<file path="config.mk">
export PLATFORM = sky130hd
export DESIGN_NAME = expr_eval
export DESIGN_NICKNAME = d
export VERILOG_FILES = /design/src/rtl/expr_eval.sv
export SDC_FILE = /design/constraint.sdc
export NUM_CORES = 1
export LEC_CHECK = 0
export BUFFER_PORTS_ARGS = -buffer_cell sky130_fd_sc_hd__buf_2
export CORE_UTILIZATION = 55
export DETAILED_ROUTE_END_ITERATION = 8
export PLACE_DENSITY_LB_ADDON = 0.3
export SKIP_CTS_REPAIR_TIMING = 1
export SYNTH_ARGS = -nofsm -noshare
export SYNTH_HDL_FRONTEND = slang
export SYNTH_SLANG_ARGS = --single-unit
</file>
<file path="constraint.sdc">
create_clock -name clk -period 10.4 [get_ports clk]
set_input_delay 1.56 -clock clk [delete_from_list [all_inputs] [get_ports clk]]
set_output_delay 1.56 -clock clk [all_outputs]
set_load 0.05 [all_outputs]
</file>
<file path="src/rtl/expr_eval.sv">
// expr_eval: streaming evaluator for digit (op digit)* with '*' over '+'; EXPR_EVAL_OVF_DETECT_EN adds a sticky overflow flag
module expr_eval (
  input  logic        clk,
  input  logic        clr,
  input  logic [7:0]  in,
  output logic        legal,
  output logic [15:0] result,
  output logic        ovf
);
  typedef enum logic [1:0] {START, NUM, OP, ERR} state_t;
  state_t      r_state, w_next;
  logic [15:0] r_sum, r_term, w_term_nxt;
  logic        r_last_op;
  logic [3:0]  w_d;
  logic        w_dig, w_plus, w_star, w_take_dig, w_take_plus, w_take_star, w_mul;
  assign w_dig       = (in >= 8'd48) && (in <= 8'd57);
  assign w_d         = in[3:0];
  assign w_plus      = in == 8'd43;
  assign w_star      = in == 8'd42;
  assign w_take_dig  = w_dig && (r_state == START || r_state == OP);
  assign w_take_plus = w_plus && r_state == NUM;
  assign w_take_star = w_star && r_state == NUM;
  assign w_mul       = r_state == OP && r_last_op;
  assign legal       = r_state == NUM;
  assign result      = legal ? r_sum + r_term : 16'd0;
`ifdef EXPR_EVAL_OVF_DETECT_EN
  logic        r_ovf;
  logic [19:0] w_prod;
  logic [16:0] w_add, w_res;
  assign w_prod     = {4'd0, r_term} * {16'd0, w_d};
  assign w_term_nxt = w_mul ? w_prod[15:0] : {12'd0, w_d};
  assign w_add      = {1'b0, r_sum} + {1'b0, r_term};
  assign w_res      = {1'b0, r_sum} + {1'b0, w_term_nxt};
  assign ovf        = r_ovf;
  // sticky flag: set when a product, a partial sum or the new result exceeds 16 bits
  always_ff @(posedge clk or posedge clr)
    if (clr) r_ovf <= 1'b0;
    else if ((w_take_dig && ((w_mul && |w_prod[19:16]) || w_res[16])) || (w_take_plus && w_add[16])) r_ovf <= 1'b1;
`else
  assign w_term_nxt = w_mul ? r_term * {12'd0, w_d} : {12'd0, w_d};
  assign ovf        = 1'b0;
`endif
  // state register; ERR holds until clr
  always_ff @(posedge clk or posedge clr)
    if (clr) r_state <= START;
    else r_state <= w_next;
  // anything not explicitly accepted drops into ERR, and ERR accepts nothing
  always_comb begin
    w_next = w_take_dig ? NUM : (w_take_plus || w_take_star) ? OP : ERR;
  end
  // datapath only moves on accepted characters, so it freezes in ERR
  always_ff @(posedge clk or posedge clr)
    if (clr) begin
      r_sum     <= 16'd0;
      r_term    <= 16'd0;
      r_last_op <= 1'b0;
    end
    else if (w_take_dig) r_term <= w_term_nxt;
    else if (w_take_plus) begin
      r_sum     <= r_sum + r_term;
      r_last_op <= 1'b0;
    end
    else if (w_take_star) r_last_op <= 1'b1;
endmodule

</file>
# After elaboration in Yosys (flattened, before gate mapping)
# Cells that the tools add are included.
# W data, S select, Z words.
# totals
mem_bits_ro	0
mem_count	0
regBits	35
wordCells	30
latch_bits	0
mem_bits_rw	0
# op_classes
magnitude_cmp	2
n_shift	0
bitwise	1
reduce_logical	11
eq_ne	4
n_div	0
n_addsub	1
muxes	6
n_mul	1
# ops
cell	count
$mux W16	2
$add A16 B16 Y16	1
$eq A8 B6 Y1 const B	2
$mul A16 B4 Y16	1
$ge A8 B6 Y1 const B	1
$le A8 B6 Y1 const B	1
$logic_and A1 B1 Y1	5
$reduce_and A2 Y1	2
$mux W1	3
$eq A2 B1 Y1 const B	1
$eq A2 B2 Y1 const B	1
$logic_not A2 Y1	1
$logic_or A1 B1 Y1	2
$mux W2	1
$reduce_bool A2 Y1	1
$not A1 Y1	1

# Depth between registers and ports, before layout
# Gate-level depths: netlist (run 1).
# logic_depth
ltp_word	5
depth_mapped	14

# Least setup slack after synthesis (run 1)
# Ideal clock, no wire load.
# synth_timing
path_kind	input-to-reg
from	input in[3]
to	register r_term[14]
cell_stages	14
t_arrival_ps	4732
required_time_ps	10304
slack_ps	5572
n_path_buf	1
cell_sequence	clkbuf_1 -> and2_1 -> fa_1 -> inv_1 -> fa_1 -> inv_1 -> ha_1 -> nor2b_4 -> o31a_1 -> or4_1 -> a21oi_2 -> o221ai_2 -> xnor2_1 -> o31ai_1
# synth_via
elab_chain_cells	3
# synth_lines
element	line_no	source
from (decl)	5	input logic [7:0] in,
branches (longest 3 deep; another with $mul A16 B4 Y16)	n/a	
to (signal assigned)	58	else if (w_take_dig) r_term <= w_term_nxt;
to (decl)	12	logic [15:0] r_sum, r_term, w_term_nxt;
# Several ways; the timed one is not identified.
# A chain may end at the register's enable or synchronous reset.

# Worst setup path in the final report (run 1)
# Ends and elaborated chain as after synthesis.

==> flow_summary_export.csv, run 1 <==
group,metric,value,unit
logic_synthesis,synth_top_area_cell,"sky130_fd_sc_hd__dfrtp_1",
detailed_routing,remaining_drc_errors,2,
logic_synthesis,post_synth_inst_count,438,
clocking,clk_path_buf_depth,2,
die,initial_core_util,57.57,%
logic_synthesis,synth_fp_nets,505,
cells_and_area,antenna-diode-count,0,
cells_and_area,multi_input_comb_area,0.002570,mm2
die,core_area,0.006422,mm2
worst_setup_path,criticalPathCategory,"in -> reg",
cells_and_area,flow.area_growth_from_synthesis,7.411,%
power_and_ir_drop,static-leakage-power,0.001982,uW
power_and_ir_drop,ir_worst_vdd,0.00004343,V
outcome,violations,"design-rule violations",
logic_synthesis,synth_warnings,0,
timing,hold_viol,0,
logic_synthesis,mappedNetlistArea,0.003697,mm2
die,std_cell_rows,29,
outcome,outcome,"complete, but fails checks",
detailed_routing,drt_pass1_iterations,6,
logic_synthesis,synth-seq-area-share,23.69,%
logic_synthesis,synth_ff_type,"sky130_fd_sc_hd__dfrtp_1",
detailed_routing,postRouteWirelength,7864,um
worst_setup_path,critPathTopFamily,"adder cells",
power_and_ir_drop,powerDensity,64.72,mW/mm2
global_routing,gr-total-overflow,0,
cells_and_area,postLayoutCoreUtil,61.84,%
worst_setup_path,cp_cell_sequence,"buf_2, and2_1, fa_1, inv_1, fa_1, inv_1, ha_1, nor2b_4, o31a_1, or4_1, a21oi_2, o221ai_2, xnor2_1, o31ai_1",
global_routing,global_route.usage.total,24.66,%
timing,final.min_clock_period,4.772,ns
global_routing,largest_net_degree_at_the_start_of_global_routing,36,
logic_synthesis,synth_top_cells_by_area,"sky130_fd_sc_hd__dfrtp_1 (24%), sky130_fd_sc_hd__fa_1 (14%), sky130_fd_sc_hd__ha_1 (10%), sky130_fd_sc_hd__and2_1 (6.6%), sky130_fd_sc_hd__nand2_1 (6.0%)",
logic_synthesis,yosys.area.top_type_share,23.69,%
die,die_area,0.007054,mm2
timing,timing_max_transition_violations_final,0,
die,io_pins,28,
job,max-cap-violations,0,
placement,detailed_place_hpwl,6166,um
die,dieHeight,83.99,um
worst_setup_path,worstPathBufferInverterCount,3,
detailed_routing,drt-vias-per-instance,5.575,
placement,io_buffers,26,
clocking,clk_pin_slew,0.08,ns
clocking,insertion_delay,0.31,ns
detailed_routing,drtAntennaViolNets,0,
clocking,root_buffer,"sky130_fd_sc_hd__clkbuf_8",
cells_and_area,nNetsFinal,526,
global_routing,first_pass_grt_wire_length,13860,um
clocking,clock_tree.htree_level_count,2,
detailed_routing,detailroute.via_count,2994,
power_and_ir_drop,power,257.0,uW
cells_and_area,layout.filler_cells,554,
timing,setup-violations-final,0,
timing,rsz0062_at_grt,"false",
worst_setup_path,critPathSlowestCell,"sky130_fd_sc_hd__fa_1",
logic_synthesis,synth.top_cells.by_count,"sky130_fd_sc_hd__nand2_1 (59), sky130_fd_sc_hd__inv_1 (51), sky130_fd_sc_hd__and2_1 (39), sky130_fd_sc_hd__dfrtp_1 (35), sky130_fd_sc_hd__ha_1 (31)",
worst_setup_path,cp_slowest_stage_delay,0.53,ns
logic_synthesis,synth-edff-count,0,
cells_and_area,regArea,875.8,um2
logic_synthesis,synthDistinctLibCells,51,
logic_synthesis,yosys.cell_count.top_type,"sky130_fd_sc_hd__nand2_1",
logic_synthesis,synth.ff_latch_count,35,
worst_setup_path,crit_required,10.59,ns
min_path,timing.hold.worst.class,"reg -> reg",
global_routing,vias_in_the_first_global_route,2976,
placement,gp_routability_congestion,0.8589,
timing,relSlewSlack,44.78,%
logic_synthesis,syn_area_per_cell,8.441,um2
worst_setup_path,worstSetupEndpointType,"flop",
timing,final.setup_skew,0.01283,ns
detailed_routing,wl_per_cell,14.64,um
clocking,clock_sinks,35,
global_routing,antenna_violations_before_repair,0,
die,die_width,83.99,um
timing,fmaxAchievable,0.2096,GHz
worst_setup_path,critPathArrivalTime,4.96,ns
cells_and_area,layout-drive-gt1-share,10.43,%
timing,tns,0,ns
timing,worst-slew-pin-transition,0.8258,ns
timing,period_share,45.88,%
worst_setup_path,worstSetupStartpointType,"input port",
clocking,total_clock_buffers_created_by_cts,5,
logic_synthesis,synthArstFlopShare,100.0,%
worst_setup_path,timing.critical_path.fanout_max,16,
detailed_routing,dr.first_iter.drc_count,125,
clocking,tritoncts,"built",
## kinds of logic (layout without fill, tap and decap cells)
group | count (synthesis) | after routing | synth area share (%)
and+or+nand+nor | 153 | 153 | 20.81
DFF | 35 | 35 | 23.69
other | 1 | 1 | 0.1014
adders and majority gates | 57 | 57 | 24.57
muxes | 5 | 5 | 1.388
xor gates and xnor gates | 28 | 28 | 6.633
AOI/OAI and AO/OA | 93 | 93 | 16.01
buffers and inverters | 66 | 88 | 6.802
## worst reg2reg max path, stage by stage, from the launching register on
cell                       delay, ns
sky130_fd_sc_hd__dfrtp_1        0.46
sky130_fd_sc_hd__and2_1         0.19
sky130_fd_sc_hd__fa_1           0.53
sky130_fd_sc_hd__inv_1          0.05
sky130_fd_sc_hd__fa_1           0.52
sky130_fd_sc_hd__inv_1          0.04
sky130_fd_sc_hd__ha_1           0.32
sky130_fd_sc_hd__nor2b_4        0.15
sky130_fd_sc_hd__o31a_1         0.27
sky130_fd_sc_hd__or4_1          0.43
sky130_fd_sc_hd__a21oi_2        0.23
sky130_fd_sc_hd__o221ai_2       0.13
sky130_fd_sc_hd__xnor2_1        0.13
sky130_fd_sc_hd__o31ai_1        0.21
## worst paths after layout
| kind | startpoint | end | slack (ns) | depth (start not counted) |
|---|---|---|---|---|
| hold reg to reg | r_sum[15]$_DFFE_PP0P_ | r_sum[15]$_DFFE_PP0P_ | 0.50 | 1 |
| max in group asynchronous | clr | r_term[9]$_DFFE_PP0P_ | 8.69 | 3 |
| hold / removal | r_sum[15]$_DFFE_PP0P_ | r_sum[15]$_DFFE_PP0P_ | 0.50 | 1 |
| min in group asynchronous | clr | r_sum[6]$_DFFE_PP0P_ | 1.36 | 3 |
| setup / recovery | in[3] | r_term[14]$_DFFE_PP0P_ | 5.63 | 14 |
| setup reg to reg | r_term[1]$_DFFE_PP0P_ | r_term[14]$_DFFE_PP0P_ | 6.62 | 13 |
## power by group
group          internal (uW)  switching, uW  total [uW]
Clock                   46.8           60.6         107
Combinational           3.56           9.59        13.2
Sequential               136          0.399         137
## cell type report
cell class / count / share of cell area (%)
inverters: 52 / 4.915
multi-input cells: 337 / 64.71
repair buffers: 28 / 3.655
clock buffers: 5 / 1.733
well taps: 77 / 2.426
clock inverters: 3 / 0.5041
flip-flops and latches: 35 / 22.05
## per-stage QoR
| stage | hold WS, ns | cell area, um2 | worst slack, ns | instances |
|---|---|---|---|---|
| 2_1_floorplan | 0.4563 | 3697 | 5.572 | 438 |
| 6_report | 0.5019 | 3971 | 5.628 | 537 |
| 3_5_place_dp | 0.4832 | 3882 | 5.301 | 529 |
| 3_3_place_gp | 0.4706 | 3882 | 5.408 | 529 |
| 4_1_cts | 0.5055 | 3971 | 5.606 | 537 |
| 5_1_grt | 0.5154 | 3971 | 5.408 | 537 |
## registers in the layout, summed over array words and instances (netlist names)
name / count
r_sum: 16
r_last_op: 1
r_state: 2
r_term: 16
## metal layers
metal / vias to the layer above / share of wire [%] / track usage, %
met2: 42 / 50 / 44.04
met4: 0 / 2.0 / 7.524
met3: 15 / 2.6 / 4.352
li1: 1486 / - / -
met1: 1451 / 46 / 30.23
met5: - / 0 / 0
## cell usage in the layout, fill, tap and decap left out, types with 2 or more instances in the layout
cell type                    instances
sky130_fd_sc_hd__o21ai_1            16
sky130_fd_sc_hd__o31ai_1             4
sky130_fd_sc_hd__nor2_1             24
sky130_fd_sc_hd__o211ai_1            2
sky130_fd_sc_hd__fa_1               26
sky130_fd_sc_hd__o21a_1              4
sky130_fd_sc_hd__nand2b_1            7
sky130_fd_sc_hd__buf_4               2
sky130_fd_sc_hd__ha_1               31
sky130_fd_sc_hd__nand2_1            59
sky130_fd_sc_hd__o21ai_0            24
sky130_fd_sc_hd__a31oi_1             4
sky130_fd_sc_hd__o31a_1              2
sky130_fd_sc_hd__buf_2              26
sky130_fd_sc_hd__clkbuf_8            5
sky130_fd_sc_hd__or2_2               2
sky130_fd_sc_hd__a21oi_1            13
sky130_fd_sc_hd__a21o_1             11
sky130_fd_sc_hd__a211oi_1            3
sky130_fd_sc_hd__dfrtp_1            35
sky130_fd_sc_hd__and2_1             39
sky130_fd_sc_hd__clkinvlp_4          2
sky130_fd_sc_hd__nand3_1             2
sky130_fd_sc_hd__xor2_1              9
sky130_fd_sc_hd__mux2i_1             4
sky130_fd_sc_hd__nor2b_1             5
sky130_fd_sc_hd__xnor2_1            19
sky130_fd_sc_hd__inv_1              51
sky130_fd_sc_hd__nand4_1             4
(Power assumes the default switching activity.)
==> run 2, diff against run 1 <==
- clock period: 10.4 -> 4.05 ns (I/O delays scaled with it)
==> flow_summary_export.csv, run 2 (same netlist as run 1, synthesis figures left out) <==
group,metric,value,unit
worst_setup_path,timing.critical_path.fanout_max,7,
job,max-cap-violations,0,
cells_and_area,flow.area_growth_from_synthesis,9.002,%
worst_setup_path,critPathSlowestCell,"sky130_fd_sc_hd__fa_1",
cells_and_area,layout.cells.most_common_list,"sky130_fd_sc_hd__nand2_1 (59), sky130_fd_sc_hd__inv_1 (51), sky130_fd_sc_hd__and2_1 (39), sky130_fd_sc_hd__dfrtp_1 (35), sky130_fd_sc_hd__ha_1 (31)",
placement,gp_routability_congestion,0.8381,
outcome,outcome,"complete, but fails checks",
detailed_routing,dr.first_iter.drc_count,107,
detailed_routing,wl_per_cell,14.36,um
clocking,clock_sinks,35,
timing,fmaxAchievable,0.2687,GHz
worst_setup_path,worstSetupEndpointType,"flop",
detailed_routing,postRouteWirelength,7770,um
worst_setup_path,cp_slowest_stage_delay,0.54,ns
clocking,tritoncts,"built",
clocking,total_clock_buffers_created_by_cts,5,
global_routing,global_route.usage.total,23.39,%
clocking,clock_tree.htree_level_count,2,
clocking,root_buffer,"sky130_fd_sc_hd__clkbuf_8",
timing,timing_max_transition_violations_final,0,
global_routing,gr-total-overflow,0,
placement,detailed_place_hpwl,6082,um
worst_setup_path,critPathTopFamily,"adder cells",
die,core_area,0.006422,mm2
timing,worst-slew-pin-transition,0.8647,ns
timing,final.setup_skew,0.008534,ns
clocking,clk_pin_slew,0.08,ns
detailed_routing,drt-vias-per-instance,5.525,
timing,period_share,91.88,%
detailed_routing,detailroute.via_count,2989,
global_routing,first_pass_grt_wire_length,13190,um
die,dieHeight,83.99,um
cells_and_area,layout-drive-gt1-share,11.21,%
global_routing,antenna_violations_before_repair,0,
detailed_routing,drt_pass1_iterations,6,
timing,rsz0062_at_grt,"false",
timing,tns,0,ns
worst_setup_path,criticalPathCategory,"reg -> reg",
power_and_ir_drop,power,726.8,uW
timing,hold_viol,0,
cells_and_area,layout_top_registers,"r_sum x16, r_term x16, r_state x2",
min_path,timing.hold.worst.class,"in -> async",
die,die_width,83.99,um
detailed_routing,drtAntennaViolNets,0,
die,initial_core_util,57.57,%
detailed_routing,remaining_drc_errors,2,
timing,relSlewSlack,42.18,%
cells_and_area,nNetsFinal,530,
outcome,violations,"design-rule violations",
worst_setup_path,worstPathBufferInverterCount,2,
worst_setup_path,r2r.worst_path.cells,13,
clocking,clk_path_buf_depth,2,
worst_setup_path,worstSetupStartpointType,"flop",
placement,io_buffers,26,
power_and_ir_drop,static-leakage-power,0.002023,uW
power_and_ir_drop,powerDensity,180.3,mW/mm2
global_routing,largest_net_degree_at_the_start_of_global_routing,36,
worst_setup_path,critical_path_cell_count,13,
timing,setup-violations-final,0,
worst_setup_path,crit_required,4.25,ns
power_and_ir_drop,ir_worst_vdd,0.0001281,V
die,die_area,0.007054,mm2
global_routing,vias_in_the_first_global_route,2882,
timing,final.min_clock_period,3.721,ns
die,std_cell_rows,29,
worst_setup_path,critPathArrivalTime,3.92,ns
cells_and_area,postLayoutCoreUtil,62.75,%
worst_setup_path,cp_cell_sequence,"and2_1, fa_1, inv_1, fa_1, inv_1, ha_1, nor2b_4, o31a_1, or4_1, a21oi_2, o221ai_2, xnor2_1, o31ai_1",
cells_and_area,antenna-diode-count,0,
clocking,insertion_delay,0.29,ns
die,io_pins,28,
cells_and_area,layout.cells.most_common,"sky130_fd_sc_hd__nand2_1",
run 2: changes by cell type in the layout (fill, tap and decap cells not counted):
cell	before	now
sky130_fd_sc_hd__clkbuf_8	5	6
sky130_fd_sc_hd__clkinvlp_4	2	0
sky130_fd_sc_hd__bufinv_16	0	1
sky130_fd_sc_hd__buf_4	2	6
run 2: power by group:
group | internal (uW) | switching (uW) | total (uW)
combinational | 11.3 | 25.8 | 37.1
clock | 199 | 140 | 339
sequential | 350 | 0.939 | 351
total | 560 | 166 | 727
run 2: area by class of cell:
cell class,instances,area [um2]
clock buffer,6,82.58
clock inverter,2,35.03
multi-input combinational,337,2570
sequential,35,875.8
fill,578,2392
inverter,52,195.2
timing repair buffer,32,175.2
tap,77,96.34
run 2: per-layer routing:
metal / vias to the layer above / routed length, um / track usage [%]
li1: 1494 / - / -
met1: 1439 / 3620 / 29.94
met2: 44 / 3842 / 41.51
met3: 12 / 197 / 3.363
met4: 0 / 110 / 5.643
met5: - / 0 / 0
run 2: final timing paths:
kind                                       startpoint                      to  slack, ns
worst max-delay path            r_term[1]$_DFFE_PP0P_  r_term[14]$_DFFE_PP0P_       0.33
worst min register to register   r_sum[3]$_DFFE_PP0P_    r_sum[3]$_DFFE_PP0P_       0.49
worst max register to register  r_term[1]$_DFFE_PP0P_  r_term[14]$_DFFE_PP0P_       0.33
max in group asynchronous                         clr  r_term[12]$_DFFE_PP0P_       3.30
min in group clk                 r_sum[3]$_DFFE_PP0P_    r_sum[3]$_DFFE_PP0P_       0.49
worst min-delay path                              clr   r_term[7]$_DFFE_PP0P_       0.42
run 2: through the flow:
| stage | instances | cell area (um2) | setup WS (ns) | hold WS [ns] |
|---|---|---|---|---|
| floorplan | 438 | 3697 | 0.1743 | 0.4563 |
| global placement | 533 | 3913 | 0.1348 | 0.4698 |
| detailed placement | 533 | 3913 | 0.06186 | 0.4816 |
| CTS | 541 | 4030 | 0.3256 | 0.4275 |
| global route | 541 | 4030 | 0.1383 | 0.4801 |
| finish | 541 | 4030 | 0.3289 | 0.4155 |
run 2: worst reg2reg max path, delay by kind of cell (launching register included):
kind	cells	cell delay (ns)
adders and majority gates	3	1.38
AOI/OAI and AO/OA	4	0.80
and+or+nand+nor	3	0.76
DFF	1	0.47
xor gates and xnor gates	1	0.14
buffers and inverters	2	0.09
==> run 3, diff against run 2 <==
- clock period: 4.05 -> 3.6 ns (I/O delays scaled with it)
==> flow_summary_export.csv, run 3 (same netlist as run 1, synthesis figures left out) <==
group,metric,value,unit
detailed_routing,detailroute.via_count,3111,
cells_and_area,regArea,879.6,um2
die,core_area,0.006422,mm2
global_routing,grt-busiest-layer,"met2",
clocking,clock_sinks,35,
worst_setup_path,reg2reg_to,"r_term[14]$_DFFE_PP0P_",
cells_and_area,antenna-diode-count,0,
worst_setup_path,worst_reg_to_reg_setup_slack,0.06,ns
detailed_routing,remaining_drc_errors,0,
power_and_ir_drop,ir_worst_vdd,0.0001329,V
worst_setup_path,worstSetupStartpointType,"input port",
timing,setup-violations-final,0,
placement,io_buffers,26,
cells_and_area,layout.cells.most_common,"sky130_fd_sc_hd__nand2_1",
clocking,clk_path_buf_depth,2,
cells_and_area,flow.area_growth_from_synthesis,14.04,%
worst_setup_path,critPathTopFamily,"adder cells",
timing,final.min_clock_period,3.546,ns
global_routing,largest_net_degree_at_the_start_of_global_routing,36,
job,max-cap-violations,0,
clocking,root_buffer,"sky130_fd_sc_hd__clkbuf_8",
worst_setup_path,cp_slowest_stage_delay,0.61,ns
detailed_routing,dr.first_iter.drc_count,158,
global_routing,gr-usage-met1,33.97,%
global_routing,vias_in_the_first_global_route,3199,
timing,rsz0062_at_grt,"true",
global_routing,first_pass_grt_wire_length,15010,um
worst_setup_path,worstSetupEndpointType,"flop",
global_routing,global_route.usage.total,26.84,%
cells_and_area,postLayoutCoreUtil,65.65,%
worst_setup_path,criticalPathCategory,"in -> reg",
detailed_routing,drt_pass1_iterations,5,
placement,pre_cts_ws,-0.2064,ns
timing,fmaxAchievable,0.2820,GHz
clocking,clock_tree.htree_level_count,2,
worst_setup_path,crit_required,3.81,ns
min_path,timing.hold.worst.class,"in -> async",
worst_setup_path,rr_startpoint,"r_term[2]$_DFFE_PP0P_",
placement,gp_routability_congestion,0.8136,
detailed_routing,postRouteWirelength,8469,um
clocking,total_clock_buffers_created_by_cts,5,
die,io_pins,28,
worst_setup_path,critPathArrivalTime,3.75,ns
cells_and_area,layout_top_registers,"r_sum x16, r_term x16, r_state x2",
power_and_ir_drop,powerDensity,174.9,mW/mm2
global_routing,gr-total-overflow,0,
clocking,tritoncts,"built",
die,dieHeight,83.99,um
clocking,insertion_delay,0.30,ns
detailed_routing,drtAntennaViolNets,0,
timing,final_critical_path_setup_slack,0.05406,ns
detailed_routing,wl_per_cell,15.10,um
worst_setup_path,timing.critical_path.fanout_max,14,
timing,final.setup_skew,0.008441,ns
cells_and_area,multi_input_comb_area,0.002633,mm2
timing,timing_max_transition_violations_final,0,
cells_and_area,layout.filler_cells,531,
placement,detailed_place_hpwl,6545,um
die,die_area,0.007054,mm2
timing,period_share,98.50,%
global_routing,grt_util_met3,4.451,%
cells_and_area,layout-drive-gt1-share,17.98,%
timing,hold_viol,0,
global_routing,grt.met2_usage,47.39,%
power_and_ir_drop,static-leakage-power,0.002103,uW
clocking,clk_pin_slew,0.08,ns
worst_setup_path,r2r.worst_path.cells,13,
timing,worst-slew-pin-transition,0.6914,ns
die,initial_core_util,57.57,%
cells_and_area,nNetsFinal,550,
worst_setup_path,cp_cell_sequence,"buf_2, buf_4, nand2_1, fa_1, fa_1, fa_2, nor2b_4, o31a_1, or4_4, a21oi_4, o221ai_2, xnor2_1, o31ai_1",
cells_and_area,layout.cells.most_common_list,"sky130_fd_sc_hd__nand2_1 (59), sky130_fd_sc_hd__inv_1 (50), sky130_fd_sc_hd__and2_1 (34), sky130_fd_sc_hd__dfrtp_1 (32), sky130_fd_sc_hd__ha_1 (29)",
die,die_width,83.99,um
outcome,outcome,"completed",
timing,relSlewSlack,53.91,%
die,std_cell_rows,29,
worst_setup_path,worstPathBufferInverterCount,2,
worst_setup_path,crit_path_frequent_cell,"sky130_fd_sc_hd__fa_1",
worst_setup_path,critPathSlowestCell,"sky130_fd_sc_hd__fa_1",
detailed_routing,drt-vias-per-instance,5.545,
global_routing,antenna_violations_before_repair,0,
==> run 3: changes by cell type in the layout (fill, tap and decap cells not counted), moves of 2 or more <==
cell,before,now
sky130_fd_sc_hd__buf_4,6,27
sky130_fd_sc_hd__and2_1,39,34
sky130_fd_sc_hd__and2_4,0,5
sky130_fd_sc_hd__dfrtp_1,35,32
sky130_fd_sc_hd__dfrtp_2,0,3
sky130_fd_sc_hd__ha_1,31,29
sky130_fd_sc_hd__ha_4,0,2
==> run 3: metal layers <==
| metal | wire [um] | up-vias |
|---|---|---|
| li1 | - | 1527 |
| met1 | 3662 | 1496 |
| met2 | 4318 | 73 |
| met3 | 347 | 15 |
| met4 | 141 | 0 |
| met5 | 0 | - |
==> run 3: final cells by class <==
class / instances / share of cell area, %
timing repair buffer: 52 / 7.774
inverter: 52 / 4.629
clock inverter: 2 / 0.2967
sequential: 35 / 20.86
clock buffer: 6 / 1.721
multi-input combinational: 337 / 62.43
tap: 77 / 2.285
==> run 3: worst max path at each step <==
stage | startpoint | end | cells past startpoint
2_1_floorplan | in[3] | r_term[14]$_DFFE_PP0P_ | 14
4_1_cts | r_term[0]$_DFFE_PP0P_ | result[14] | 11
5_1_grt | r_term[2]$_DFFE_PP0P_ | r_term[14]$_DFFE_PP0P_ | 13
3_3_place_gp | in[3] | r_term[14]$_DFFE_PP0P_ | 14
3_5_place_dp | in[3] | r_term[14]$_DFFE_PP0P_ | 14
6_report | in[2] | r_term[14]$_DFFE_PP0P_ | 13
==> run 3: report_power, final <==
group	total, uW	internal (uW)	switching (uW)
Combinational	45.1	14.7	30.3
Clock	298	136	163
Sequential	394	393	0.863
Total	738	544	194
==> run 3: through the flow <==
| step | cells | TNS (ns) | power (uW) | cell area [um2] | hold WS [ns] |
|---|---|---|---|---|---|
| final | 561 | 0 | 737.5 | 4217 | 0.3371 |
| after global routing | 561 | -0.2677 | 772.0 | 4217 | 0.3764 |
| after CTS | 559 | -0.006609 | 748.7 | 4148 | 0.3531 |
| after detailed placement | 551 | -0.8991 | 447.2 | 4063 | 0.4766 |
| after global placement | 551 | -0.5321 | 445.4 | 4063 | 0.4734 |
| after floorplan | 438 | -0.08286 | 427.9 | 3722 | 0.4563 |
==> run 3: tightest hold or removal path, cell delays in order <==
cell and delay [ns]:
sky130_fd_sc_hd__buf_2 0.09, sky130_fd_sc_hd__inv_1 0.04, sky130_fd_sc_hd__buf_4 0.41
